### config.mk
export PLATFORM = sky130hd
export DESIGN_NAME = z_seq_detector
export DESIGN_NICKNAME = d
export VERILOG_FILES = /design/src/rtl/z_seq_detector.sv
export SDC_FILE = /design/constraint.sdc
export NUM_CORES = 1
export LEC_CHECK = 0
export BUFFER_PORTS_ARGS = -buffer_cell sky130_fd_sc_hd__buf_2
export CAP_MARGIN = 0
export CORE_AREA = 2 2 67 69
export CTS_CLUSTER_SIZE = 25
export DETAILED_ROUTE_END_ITERATION = 6
export DIE_AREA = 0 0 69 71
export SETUP_SLACK_MARGIN = 0.2
export SLEW_MARGIN = 20
export SYNTH_ARGS = -nofsm -noshare
export SYNTH_HDL_FRONTEND = slang
export SYNTH_SLANG_ARGS = --single-unit
### constraint.sdc
create_clock -name clk -period 5.5 [get_ports clk]
set_input_delay 0.825 -clock clk [delete_from_list [all_inputs] [get_ports clk]]
set_output_delay 0.825 -clock clk [all_outputs]
set_load 0.02 [all_outputs]
### src/rtl/z_seq_detector.sv
// Samples the upstream z bit into a PAT_W-deep history, detects PATTERN and reports matches as valid/ready events.
// Optional macro Z_SEQ_NONOVERLAP_EN: a detected match clears the history so its bits cannot start another match.
module z_seq_detector #(
    parameter int unsigned      PAT_W   = 4,
    parameter logic [PAT_W-1:0] PATTERN = 4'b1011,
    parameter int unsigned      IDX_W   = 8,
    parameter int unsigned      CNT_W   = 8
) (
    input  logic             clk,
    input  logic             areset,
    input  logic             clr,
    input  logic             z_valid,
    input  logic             z,
    output logic             evt_valid,
    input  logic             evt_ready,
    output logic [IDX_W-1:0] evt_idx,
    output logic [CNT_W-1:0] match_cnt,
    output logic             overflow
);

    localparam int unsigned     FW        = $clog2(PAT_W + 1);
    localparam logic [FW-1:0]   FILL_LAST = FW'(PAT_W - 1);

    localparam logic [0:0] ST_FILL = 1'b0;
    localparam logic [0:0] ST_RUN  = 1'b1;

    logic [0:0]       state;
    logic [PAT_W-1:0] sr;
    logic [PAT_W-1:0] sr_next;
    logic [FW-1:0]    fill_cnt;
    logic [IDX_W-1:0] smp_idx;
    logic             accept;
    logic             hit;

    // The sample completing the fill is already eligible for a match.
    always_comb begin
        accept  = z_valid & ~clr;
        sr_next = {sr[PAT_W-2:0], z};
        hit     = accept && ((state == ST_RUN) || (fill_cnt == FILL_LAST))
                  && (sr_next == PATTERN);
    end

    always_ff @(posedge clk or posedge areset) begin
        if (areset) begin
            state    <= ST_FILL;
            sr       <= '0;
            fill_cnt <= '0;
            smp_idx  <= '0;
        end else if (clr) begin
            state    <= ST_FILL;
            sr       <= '0;
            fill_cnt <= '0;
            smp_idx  <= '0;
        end else if (accept) begin
            smp_idx <= smp_idx + IDX_W'(1);
            sr      <= sr_next;
            if (state == ST_FILL) begin
                if (fill_cnt == FILL_LAST) begin
                    state <= ST_RUN;
                end else begin
                    fill_cnt <= fill_cnt + FW'(1);
                end
            end
`ifdef Z_SEQ_NONOVERLAP_EN
            if (hit) begin
                state    <= ST_FILL;
                sr       <= '0;
                fill_cnt <= '0;
            end
`endif
        end
    end

    // A match arriving while the previous event is still held (and not retiring) is dropped.
    always_ff @(posedge clk or posedge areset) begin
        if (areset) begin
            evt_valid <= 1'b0;
            evt_idx   <= '0;
            match_cnt <= '0;
            overflow  <= 1'b0;
        end else if (clr) begin
            evt_valid <= 1'b0;
            evt_idx   <= '0;
            match_cnt <= '0;
            overflow  <= 1'b0;
        end else begin
            if (hit) begin
                if (match_cnt != '1) begin
                    match_cnt <= match_cnt + CNT_W'(1);
                end
                if (!evt_valid || evt_ready) begin
                    evt_valid <= 1'b1;
                    evt_idx   <= smp_idx;
                end else begin
                    overflow <= 1'b1;
                end
            end else if (evt_valid && evt_ready) begin
                evt_valid <= 1'b0;
            end
        end
    end

endmodule
# ---- Word-level counts from Yosys, hierarchy flattened
# Cells that the tools add are included.
dict set report word_totals {
  reg_bits 33
  in_bits 6
  out_inout_bits 18
  elab_cells 61
}
dict set report classes {
  add_sub_neg 3
  n_eq_ne 7
  muxes 25
  bitwise_logic 2
  n_reduce_logical 16
}
# operator count
set op_table {}
lappend op_table {{8-bit 2-to-1 mux} 8}
lappend op_table {{3-bit 2-to-1 mux} 6}
lappend op_table {{8-bit by 1-bit adder with 8-bit output, second input constant} 2}
lappend op_table {{1-bit 2-to-1 mux} 11}
lappend op_table {{8-bit != test, second input constant} 1}
lappend op_table {{2-bit AND reduction} 4}
lappend op_table {{2-bit nonzero test} 4}
lappend op_table {{2-bit != test, second input constant} 3}
lappend op_table {{4-bit equality test, second input constant} 1}
lappend op_table {{3-bit by 1-bit adder with 3-bit output, second input constant} 1}
lappend op_table {{3-bit by 2-bit equality test with 1-bit output, second input constant} 1}
lappend op_table {{1-bit logical AND} 3}
lappend op_table {{3-bit by 2-bit != test with 1-bit output, second input constant} 1}
lappend op_table {{3-bit AND reduction} 1}
lappend op_table {{3-bit nonzero test} 1}
lappend op_table {{1-bit logical OR} 2}
lappend op_table {{1-bit AND} 1}
lappend op_table {{1-bit zero test} 1}
lappend op_table {{1-bit NOT} 1}

# ---- Logic depth before layout (Yosys ltp)
dict set report logic_depth {
  ltp_word 6
  mapped_depth 7
  mapped_depth_nobuf 6
}

# ---- Worst setup path before layout
# Ideal clock, no wire load.
dict set report synth_path {
  kind {input to register}
  startpoint {in clr}
  endpoint {reg match_cnt[3]}
  setup_ns 0.066
  arrival_ns 1.985
  t_required_ns 5.434
  slack_ns 3.449
  path_stages 5
  path_buffers 2
  cell_sequence {buf_2 -> or4_1 -> buf_2 -> nor4_2 -> a221o_1}
}
dict set report synth_via {
  elab_chain_len 6
  word_cells_on_any_way 8
  classes_between {mux (1); bitwise (2); reduce/logical (5)}
}
# element line_no
set synth_rtl {}
lappend synth_rtl {{from (decl)} 11} ;# input logic clr,
lappend synth_rtl {{1-bit NOT} 37} ;# accept = z_valid & ~clr;
lappend synth_rtl {{1-bit AND} 37}
lappend synth_rtl {{1-bit logical AND} 39} ;# hit = accept && ((state == ST_RUN) || (fill_cnt == FILL_LAST))
lappend synth_rtl {{1-bit logical AND} 40} ;# && (sr_next == PATTERN);
lappend synth_rtl {{2-bit nonzero test (no line)} n/a}
lappend synth_rtl {{2-bit AND reduction (no line)} n/a}
lappend synth_rtl {{to (signal assigned)} 89} ;# match_cnt <= match_cnt + CNT_W'(1);
lappend synth_rtl {{to (decl)} 17} ;# output logic [CNT_W-1:0] match_cnt,
# Several ways; a longest one is shown, not always the timed one.
# A chain may end at the register's enable or synchronous reset.

# ---- Final worst setup path
dict set report layout_path {
  startpoint {in z_valid}
  endpoint {reg evt_idx[5]}
}
dict set report layout_via {
  elab_chain_len 5
}
# element line_no
set layout_rtl {}
lappend layout_rtl {{from (decl)} 12} ;# input logic z_valid,
lappend layout_rtl {{1-bit AND} 37}
lappend layout_rtl {{1-bit logical AND} 39}
lappend layout_rtl {{1-bit logical AND} 40}
lappend layout_rtl {{2-bit nonzero test (no line)} n/a}
lappend layout_rtl {{2-bit AND reduction (no line)} n/a}
lappend layout_rtl {{to (signal assigned)} 93} ;# evt_idx <= smp_idx;
lappend layout_rtl {{to (decl)} 16} ;# output logic [IDX_W-1:0] evt_idx,
# Every way passes these cells.

==> flow_metrics.tcl <==
set metrics [dict create \
    r2r-end "evt_idx[5]" \
    synth_fp_nets 154 \
    crit_buf_inv 1 \
    relSlewSlack 0.524 \
    firstDrtPassIters 5 \
    cts_root_buf "clkbuf_8" \
    hold_start "overflow" \
    status "finished, final reports clean" \
    powerDensity_mw_per_mm2 278 \
    setup_viol 0 \
    clock_skew_ns 0.00256 \
    p_comb_frac 0.062 \
    worstSetupEndpointType "flop" \
    clk_latency_ns 0.28 \
    p_int_uw 408 \
    drc 0 \
    track_usage 0.138 \
    seqPwrFrac 0.488 \
    sw_frac_of_total 0.213 \
    critPathMaxFanout 12 \
    worstHoldPathType "flop to flop" \
    rsz0062_at_grt "false" \
    gp_congestion 0.792 \
    initial_core_util 0.378 \
    min_to "overflow" \
    first_iter_violations 69 \
    ctsResizeCount 0 \
    cp_slowest_cell "o31ai_2" \
    r2r_start "fill_cnt[0]" \
    synth-seq-cells 33 \
    drive_above_1_share 0.269 \
    crit_required_ns 5.66 \
    setup_tns_ns 0 \
    syn_area_mm2 0.00159 \
    rr_worst_depth 5 \
    cts_sinks 33 \
    cts_htree_levels 2 \
    fp.dieArea_mm2 0.00490 \
    worst_ep_arrival_time_ns 2.32 \
    met1_usage 0.170 \
    maxSlewViolCount 0 \
    fmax_ghz 0.464 \
    synthCells 144 \
    clockBufferDepth 2 \
    maxCapViolCount 0 \
    worstSetupPathType "primary input to flop" \
    hpwl_um 2220 \
    busiest_layer "met2" \
    use_met2 0.232 \
    postCtsSetupBuffers 0 \
    numPortBuffers 23 \
    min_path_cells 1 \
    synth-edff-count 0 \
    finalNetCount 180 \
    fin_crit_ns 2.15 \
    syn_avg_cell_area_um2 11.0 \
    via_per_inst 5.37 \
    p_leak_nw 0.928 \
    synth_compound_area_frac 0.0906 \
    antenna_found_initial 0 \
    area_delta_synth_final_pct 17.7 \
    dieWidth_um 69 \
    drtAntennaViolNets 0 \
    post-route-period-util 0.392 \
    clk_pin_slew_ns 0.07 \
    vias 1197 \
    io_pins 24 \
    yosysWarnings 0 \
    startpoint_type "primary input" \
    reg2reg_slack_ns 3.46 \
    hold_violations 0 \
    p_sw_uw 111 \
    diodes 0 \
    worst-path-stages 4 \
    path_cells "buf_2, o211ai_2, o31ai_2, mux2_2" \
    ys_seq_area_frac 0.520 \
    numCtsBuffers 5 \
    grt_pass1_wl_um 5390 \
    grt_pass1_vias 1177 \
    wl_per_cell_um 13.9 \
    timing.hold.ws_ns 0.491 \
    cts_tree "built" \
    slowest_delay_ns 0.64 \
    core_mm2 0.00420 \
    synth_cell_types 34 \
    grt_remaining_overflow 0 \
    grtUsageMet3 0.0370 \
    cpLargestDelayFamily "compound AO/OA/AOI/OAI gates" \
    rows 24 \
    die_h_um 71 \
    synth_xor_xnor_area_share 0.0331 \
    worst_pin_slew_ns 0.710 \
    ir_drop_v 0.000163 \
    clkPwrFrac 0.450 \
    totalWireLength_um 3090 \
    cts_hold_buf 0 \
    synth_simple_gate_area_frac 0.202 \
    synthMuxAreaShare 0.102 \
    grt_max_degree 34 \
    synth_ff_type "dfrtp_1" \
    synth_adder_area_share 0.0315 \
    synth_top_family_by_area "simple AND/OR/NAND/NOR gates" \
    synthArstFlopShare 1.00 \
    fillCellCount 406 \
]
-- power groups by stage --
| stage | Combinational, mW | Sequential, mW | Clock, mW |
|---|---|---|---|
| 4_1_cts | 0.0334 | 0.253 | 0.241 |
| 5_1_grt | 0.0368 | 0.254 | 0.252 |
| 2_1_floorplan | 0.0232 | 0.258 | 0 |
| 6_report | 0.0322 | 0.254 | 0.233 |
| 3_5_place_dp | 0.0332 | 0.258 | 0 |
| 3_3_place_gp | 0.0317 | 0.258 | 0 |
-- layout make-up --
class	count	area, µm²	area share
clock buffer	7	86.3	0.0462
clock inverter	1	30.0	0.0161
inverter	3	11.3	0.00602
multi-input combinational	103	728	0.390
sequential	33	826	0.442
tap	52	65.1	0.0348
timing repair buffer	24	123	0.0656
-- worst max path at each step --
stage,endpoint,from,slack (ns)
6_report,evt_idx[5],z_valid,3.35
5_1_grt,evt_idx[2],z_valid,3.23
4_1_cts,evt_idx[5],z_valid,3.33
3_5_place_dp,evt_idx[5],z_valid,3.03
3_3_place_gp,evt_idx[7],z_valid,3.10
2_1_floorplan,match_cnt[3],clr,3.45
-- worst register-to-register path, stage by stage, from the launching register on --
cell      delay [ns]
dfrtp_1         0.37
ha_1            0.17
ha_1            0.20
o211ai_2        0.12
o31ai_2         0.64
mux2_2          0.42
-- flip-flops by register name, summed over array words and instances (netlist names) --
register / cells
state: 1
sr: 3
smp_idx: 8
match_cnt: 8
overflow: 1
evt_valid: 1
evt_idx: 8
fill_cnt: 3
-- synth_stat cells (2+ instances only) --
| cell type | number | area share |
|---|---|---|
| nor2b_1 | 8 | 0.032 |
| ha_1 | 4 | 0.032 |
| a221o_1 | 3 | 0.019 |
| a211oi_1 | 2 | 0.0095 |
| and3_1 | 2 | 0.0079 |
| nand3_1 | 5 | 0.016 |
| clkbuf_1 | 2 | 0.0047 |
| a21oi_1 | 3 | 0.0095 |
| o21ai_0 | 5 | 0.016 |
| nand4_1 | 4 | 0.016 |
| mux2_2 | 9 | 0.064 |
| nor3_1 | 4 | 0.013 |
| xnor2_1 | 2 | 0.011 |
| or3_1 | 4 | 0.016 |
| xor2_1 | 4 | 0.022 |
| dfrtp_1 | 33 | 0.52 |
| buf_2 | 3 | 0.0095 |
| nor4_2 | 2 | 0.016 |
| mux2i_1 | 6 | 0.038 |
| nor2_1 | 13 | 0.031 |
| and2_1 | 3 | 0.012 |
| inv_1 | 3 | 0.0071 |
| nand2_1 | 9 | 0.021 |
-- cell families (layout without fill, tap and decap cells) --
logic type | after synthesis | in the layout
compound gates | 19 | 19
xor+xnor | 6 | 6
fa+ha+maj | 4 | 4
buf+inv | 8 | 35
flops | 33 | 33
mux | 15 | 15
simple gates | 59 | 59
-- through the flow --
step / power [mW] / area, µm² / setup WS [ns] / instances / util
global placement: 0.289 / 1750 / 3.10 / 215 / 0.417
finish: 0.519 / 1870 / 3.35 / 223 / 0.445
detailed placement: 0.291 / 1750 / 3.03 / 215 / 0.417
CTS: 0.528 / 1870 / 3.33 / 223 / 0.445
global route: 0.543 / 1870 / 3.23 / 223 / 0.445
floorplan: 0.281 / 1590 / 3.45 / 144 / -
-- layout by cell type (no fill, tap or decap), drive strengths merged, types with 5 or more instances in the layout --
cell and instances:
dfrtp 33, buf 24, nor2 14, mux2 9, nand2 9, nor2b 8
clkbuf 7, mux2i 6, nand3 5, o21ai 5
-- layer usage --
| layer | up-vias | wire length (µm) |
|---|---|---|
| met5 | - | 0 |
| met4 | 0 | 39 |
| met3 | 5 | 170 |
| met2 | 34 | 1590 |
| met1 | 599 | 1290 |
| li1 | 559 | - |
No activity file was read; power rests on OpenSTA's default activity.
